[src/rtl/if_fetch_pkg.sv]
// Shared types and constants for the instruction-fetch stage.
package if_fetch_pkg;

    localparam int unsigned InstAddrBus = 32;
    localparam int unsigned InstBus     = 32;
    localparam logic        RstEnable   = 1'b1;
    localparam logic [31:0] ZeroWord    = 32'h0000_0000;

    typedef enum logic [0:0] {
        IfFetch,
        IfHold
    } if_state_e;

    function automatic logic [InstAddrBus-1:0] word_align(input logic [InstAddrBus-1:0] addr);
        return addr & ~32'h3;
    endfunction

endpackage

[src/rtl/if_fetch_icache.sv]
// Direct-mapped one-word-per-line instruction cache with combinational lookup,
// single-cycle fill and reset-clear of all valid bits.
module if_fetch_icache
    import if_fetch_pkg::*;
#(
    parameter int unsigned INDEX_W = 7
) (
    input  logic                   clk,
    input  logic                   rst,
    input  logic [InstAddrBus-1:0] lookup_addr,
    output logic                   lookup_hit,
    output logic [InstBus-1:0]     lookup_word,
    input  logic                   fill_en,
    input  logic [InstAddrBus-1:0] fill_addr,
    input  logic [InstBus-1:0]     fill_word
);

    localparam int unsigned Lines = 1 << INDEX_W;
    localparam int unsigned TagW  = InstAddrBus - INDEX_W - 2;

    logic [Lines-1:0]   valid_q;
    logic [TagW-1:0]    tag_q  [Lines];
    logic [InstBus-1:0] data_q [Lines];

    logic [INDEX_W-1:0] lookup_idx;
    logic [INDEX_W-1:0] fill_idx;
    logic               unused_bits;

    assign lookup_idx  = lookup_addr[INDEX_W+1:2];
    assign fill_idx    = fill_addr[INDEX_W+1:2];
    assign unused_bits = ^{lookup_addr[1:0], fill_addr[1:0]};

    assign lookup_hit  = valid_q[lookup_idx] &&
                         (tag_q[lookup_idx] == lookup_addr[InstAddrBus-1:INDEX_W+2]);
    assign lookup_word = data_q[lookup_idx];

    always_ff @(posedge clk) begin
        if (rst == RstEnable) begin
            valid_q <= '0;
        end else if (fill_en) begin
            valid_q[fill_idx] <= 1'b1;
        end
    end

    // Tag and data need no reset: they are qualified by valid_q.
    always_ff @(posedge clk) begin
        if (fill_en) begin
            tag_q[fill_idx]  <= fill_addr[InstAddrBus-1:INDEX_W+2];
            data_q[fill_idx] <= fill_word;
        end
    end

endmodule

[src/rtl/if_fetch.sv]
// Instruction fetch: assembles each word from four little-endian byte reads.
// Define ICACHE_EN to build the optional direct-mapped instruction cache.
module if_fetch
    import if_fetch_pkg::*;
#(
    parameter int unsigned ICACHE_INDEX_W = 7
) (
    input  logic                   clk,
    input  logic                   rst,
    input  logic                   rdy,
    input  logic                   stall_i,
    input  logic                   jump_i,
    input  logic [InstAddrBus-1:0] jump_addr_i,
    output logic                   mem_req_o,
    output logic [InstAddrBus-1:0] mem_addr_o,
    input  logic                   mem_ack_i,
    input  logic [7:0]             mem_byte_i,
    output logic                   valid_o,
    output logic [InstAddrBus-1:0] pc_o,
    output logic [InstBus-1:0]     inst_o
);

    if_state_e              state_q;
    logic [InstAddrBus-1:0] pc_q;
    logic [InstAddrBus-1:0] pc_out_q;
    logic [InstBus-1:0]     inst_q;
    logic [1:0]             byte_cnt_q;
    logic [23:0]            word_buf_q;
    logic                   valid_q;

    logic                   fetching;
    logic                   hit;
    logic [InstBus-1:0]     hit_word;
    logic [InstBus-1:0]     fetched_word;

    assign fetching     = (state_q == IfFetch);
    assign fetched_word = {mem_byte_i, word_buf_q};

`ifdef ICACHE_EN
    logic lookup_hit;
    logic fill_en;

    if_fetch_icache #(
        .INDEX_W(ICACHE_INDEX_W)
    ) u_icache (
        .clk        (clk),
        .rst        (rst),
        .lookup_addr(pc_q),
        .lookup_hit (lookup_hit),
        .lookup_word(hit_word),
        .fill_en    (fill_en),
        .fill_addr  (pc_q),
        .fill_word  (fetched_word)
    );

    assign hit     = fetching && (byte_cnt_q == 2'd0) && lookup_hit;
    assign fill_en = rdy && (rst != RstEnable) && !jump_i && fetching && !hit &&
                     mem_ack_i && (byte_cnt_q == 2'd3);
`else
    logic unused_cfg;

    assign unused_cfg = ^ICACHE_INDEX_W;
    assign hit        = 1'b0;
    assign hit_word   = ZeroWord;
`endif

    assign mem_req_o  = rdy && (rst != RstEnable) && fetching && !hit;
    assign mem_addr_o = (rst == RstEnable) ? ZeroWord : pc_q + {30'd0, byte_cnt_q};

    assign valid_o = valid_q;
    assign pc_o    = pc_out_q;
    assign inst_o  = inst_q;

    always_ff @(posedge clk) begin
        if (rst == RstEnable) begin
            state_q    <= IfFetch;
            pc_q       <= ZeroWord;
            pc_out_q   <= ZeroWord;
            inst_q     <= ZeroWord;
            byte_cnt_q <= 2'd0;
            word_buf_q <= 24'd0;
            valid_q    <= 1'b0;
        end else if (rdy) begin
            if (jump_i) begin
                // Redirect wins over a same-cycle ack and over a stalled held word.
                state_q    <= IfFetch;
                pc_q       <= word_align(jump_addr_i);
                byte_cnt_q <= 2'd0;
                valid_q    <= 1'b0;
            end else begin
                unique case (state_q)
                    IfFetch: begin
                        if (hit) begin
                            inst_q   <= hit_word;
                            pc_out_q <= pc_q;
                            valid_q  <= 1'b1;
                            state_q  <= IfHold;
                        end else if (mem_ack_i) begin
                            byte_cnt_q <= byte_cnt_q + 2'd1;
                            unique case (byte_cnt_q)
                                2'd0: word_buf_q[7:0]   <= mem_byte_i;
                                2'd1: word_buf_q[15:8]  <= mem_byte_i;
                                2'd2: word_buf_q[23:16] <= mem_byte_i;
                                default: begin
                                    inst_q   <= fetched_word;
                                    pc_out_q <= pc_q;
                                    valid_q  <= 1'b1;
                                    state_q  <= IfHold;
                                end
                            endcase
                        end
                    end
                    IfHold: begin
                        if (!stall_i) begin
                            pc_q    <= pc_q + 32'd4;
                            valid_q <= 1'b0;
                            state_q <= IfFetch;
                        end
                    end
                    default: state_q <= IfFetch;
                endcase
            end
        end
    end

endmodule
[config.mk]
export PLATFORM = sky130hd
export DESIGN_NAME = if_fetch
export DESIGN_NICKNAME = d
export VERILOG_FILES = /design/src/rtl/if_fetch_pkg.sv /design/src/rtl/if_fetch_icache.sv /design/src/rtl/if_fetch.sv
export SDC_FILE = /design/constraint.sdc
export NUM_CORES = 1
export LEC_CHECK = 0
export ABC_CLOCK_PERIOD_IN_PS = 5800
export BUFFER_PORTS_ARGS = -buffer_cell sky130_fd_sc_hd__buf_2
export CELL_PAD_IN_SITES_DETAIL_PLACEMENT = 1
export CELL_PAD_IN_SITES_GLOBAL_PLACEMENT = 1
export CORE_MARGIN = 5
export CORE_UTILIZATION = 41
export CTS_CLUSTER_DIAMETER = 30
export DETAILED_ROUTE_END_ITERATION = 8
export GPL_TIMING_DRIVEN = 1
export MAX_ROUTING_LAYER = met4
export PLACE_DENSITY_LB_ADDON = 0.12
export SYNTH_ARGS = -nofsm -noshare
export SYNTH_HDL_FRONTEND = slang
export SYNTH_HIERARCHICAL = 1
export SYNTH_SLANG_ARGS = --single-unit
[constraint.sdc]
create_clock -name clk -period 5.8 [get_ports clk]
set_clock_uncertainty 0.05 [all_clocks]
set_input_delay 0.29 -clock clk [delete_from_list [all_inputs] [get_ports clk]]
set_output_delay 0.29 -clock clk [all_outputs]
set_load 0.1 [all_outputs]
==> results.toml <==
[sta]
finalHoldViolCount = 0
fin_crit_sh_pct = 45.97
period_needed_ps = 2666
timing.fmax_ghz = 0.3751
fin_hold_ws_ps = 96.01
worstMarginPinSlew_ps = 1201
maxSlewHeadroom_pct = 19.67
rsz0062_at_grt = "no"
tns_ps = 0
setup_viol = 0
drv_slew = 0

[route]
ant_nets = 0
routed_wirelength_mm = 17.36
vias_per_cell = 5.455
drt_iter0_markers = 392
drtPass1Iterations = 4
vias = 5455
drc = 0
wire_per_inst_um = 17.36

[cts]
ctsResizeCount = 0
htreeDepth = 4
cts_buffer_depth = 2
cts_hold_buf = 0
cts.clk_slew.worst_paths_ps = 60
root_buffer = "clkbuf_16"
post_cts_buffers = 0
cts_inserted_buffers = 17
cts.sinks = 120
cts_tree = "built"
clk_latency_ps = 420

[logic_synthesis]
async_flop_share_pct = 0
synth_enable_flop_cells = 0
yosysWarnings = 6
synth_seq_area_share_pct = 44.27
ys_types = 56
synth_flop_cell = "dfxtp_1"
yosys_register_bits = 120
syn_avg_cell_area_um2 = 7.664
synthesis.area_um2 = 5426
post_synth_inst_count = 708

[grt]
grt_max_degree = 91
antenna_found_initial = 0
grt_pass1_wl_mm = 27.92
grtUsageTotal_pct = 22.39
overflow = 0
first_global_vias = 5567

[cells_and_area]
final_common_cell = "nand2_1"
fin_nets = 862
final_cell_mix = "nand2_1, buf_2, dfxtp_1"
diodes = 0
area_delta_synth_final_pct = 25.55
drive_above_1_share_pct = 23.06

[power_and_ir_drop]
p_per_area_nw_per_um2 = 329.1
p_leak_nw = 2.702
peakVddDrop_v = 0.0001579

[setup_path]
end_kind = "flop"
rr_startpoint = "pc_q[4]"
startpoint_type = "flop"
rrSetupSlack_ps = 3130
path_class = "flop to flop"
rr_endpoint = "pc_q[27]"
critPathMaxFanout = 10
worstRegToRegCells = 5
worstPathRequired_ps = 6050
crit_arrival_ps = 2920

[die]
core_um2 = 13090
fp.dieW_um = 125.0
pin_count = 144
die-area_um2 = 15640
rows = 42
die_h_um = 125.0
start_util_pct = 41.47

[job]
maxCapViolCount = 0

[placement]
portBuffers = 139
gp_congestion = 0.8492
hpwl_mm = 11.90

[outcome]
status = "completed"

[min_path]
hold_class = "input pin to flop"
min_delay_worst_endpoint = "pc_q[21]"
hold_depth = 3
worst_hold_startpoint = "jump_addr_i[21]"
## worst max-delay path, cell delays in order (launching register included)
cell and delay, ps:
dfxtp_1 550, nand4_1 310, nor4_1 1010, a31oi_1 300, o21ai_0 230, nand3_1 90
## routing by layer
layer | global-route usage, % | share of wire, % | wire (um) | vias to the layer above
li1 | - | - | - | 2633
met1 | 27.11 | 44 | 7625 | 2635
met2 | 37.14 | 49 | 8474 | 148
met3 | 4.307 | 4.7 | 824 | 39
met4 | 8.355 | 2.5 | 438 | 0
met5 | - | 0 | 0 | -
## per-stage QoR
step | util [%] | total power, mW | instance area (um^2) | instances | worst slack [ps]
2_1_floorplan | - | 0.9988 | 5430 | 709 | 2385
3_3_place_gp | 46.87 | 1.043 | 6133 | 968 | 3014
3_5_place_dp | 46.87 | 1.048 | 6133 | 968 | 2937
4_1_cts | 52.07 | 2.256 | 6813 | 1000 | 3272
5_1_grt | 52.07 | 2.301 | 6813 | 1000 | 3046
6_report | 52.07 | 2.242 | 6813 | 1000 | 3134
## state kept, by name, indices dropped and copies added, names as in the netlist
| signal | flops |
|---|---|
| pc_q | 30 |
| word_buf_q | 24 |
| pc_o | 30 |
| inst_o | 32 |
| byte_cnt_q | 2 |
| state_q | 1 |
| valid_o | 1 |
## how the worst max path moves through the flow
stage	end	slack (ps)	start	cells past startpoint
after floorplan	mem_req_o	2380	rst	4
after global placement	pc_o[11]	3010	jump_i	7
after detailed placement	pc_o[28]	2940	jump_i	7
after CTS	pc_q[27]	3270	pc_q[4]	5
after global routing	pc_o[12]	3050	state_q	6
final	pc_q[27]	3130	pc_q[4]	5
## synth_stat cells, drive strengths merged, types with 3 or more instances
master   number  share of area (%)
nand3        41                4.4
a21o          3               0.42
nand2b        3               0.35
o22ai         5               0.58
inv           5               0.35
a21oi       109                 10
nand4         7               0.81
nor2         34                2.4
o2bb2ai       3               0.48
mux2i         4               0.74
nor2b        33                3.8
dfxtp       120                 44
nand3b        4               0.55
nor3b         4               0.55
buf          17                1.6
clkbuf       43                3.0
o21ai        17                1.6
ha            5                1.2
and3          8               0.92
or4           4               0.55
nor3          5               0.46
nand2       174                 12
a22oi         4               0.55
a31oi         9                1.0
a211oi        5               0.69
nor4          7                1.4
and2          3               0.35
## report_power, final
| group | internal, mW | switching (mW) |
|---|---|---|
| clock network | 0.828 | 0.382 |
| registers | 0.838 | 0.0239 |
| logic | 0.0445 | 0.125 |
| total | 1.71 | 0.531 |
## kinds of logic after synthesis
family,count (synthesis),synth area share [%]
compound gates,174,18.45
xor+xnor,2,0.3229
fa+ha+maj,5,1.153
buf+inv,65,4.934
flops,120,44.27
mux,5,0.9454
other cells,1,0.06911
simple gates,336,29.86
## area by class of cell
| cell class | count | area (um^2) |
|---|---|---|
| Clock buffer | 21 | 460.4 |
| Clock inverter | 11 | 219.0 |
| Fill cell | 1680 | 6272 |
| Inverter | 5 | 18.77 |
| Multi-Input combinational cell | 524 | 2764 |
| Sequential cell | 120 | 2402 |
| Tap cell | 176 | 220.2 |
| Timing Repair Buffer | 143 | 728.2 |
No activity file was read; power rests on OpenSTA's default activity.
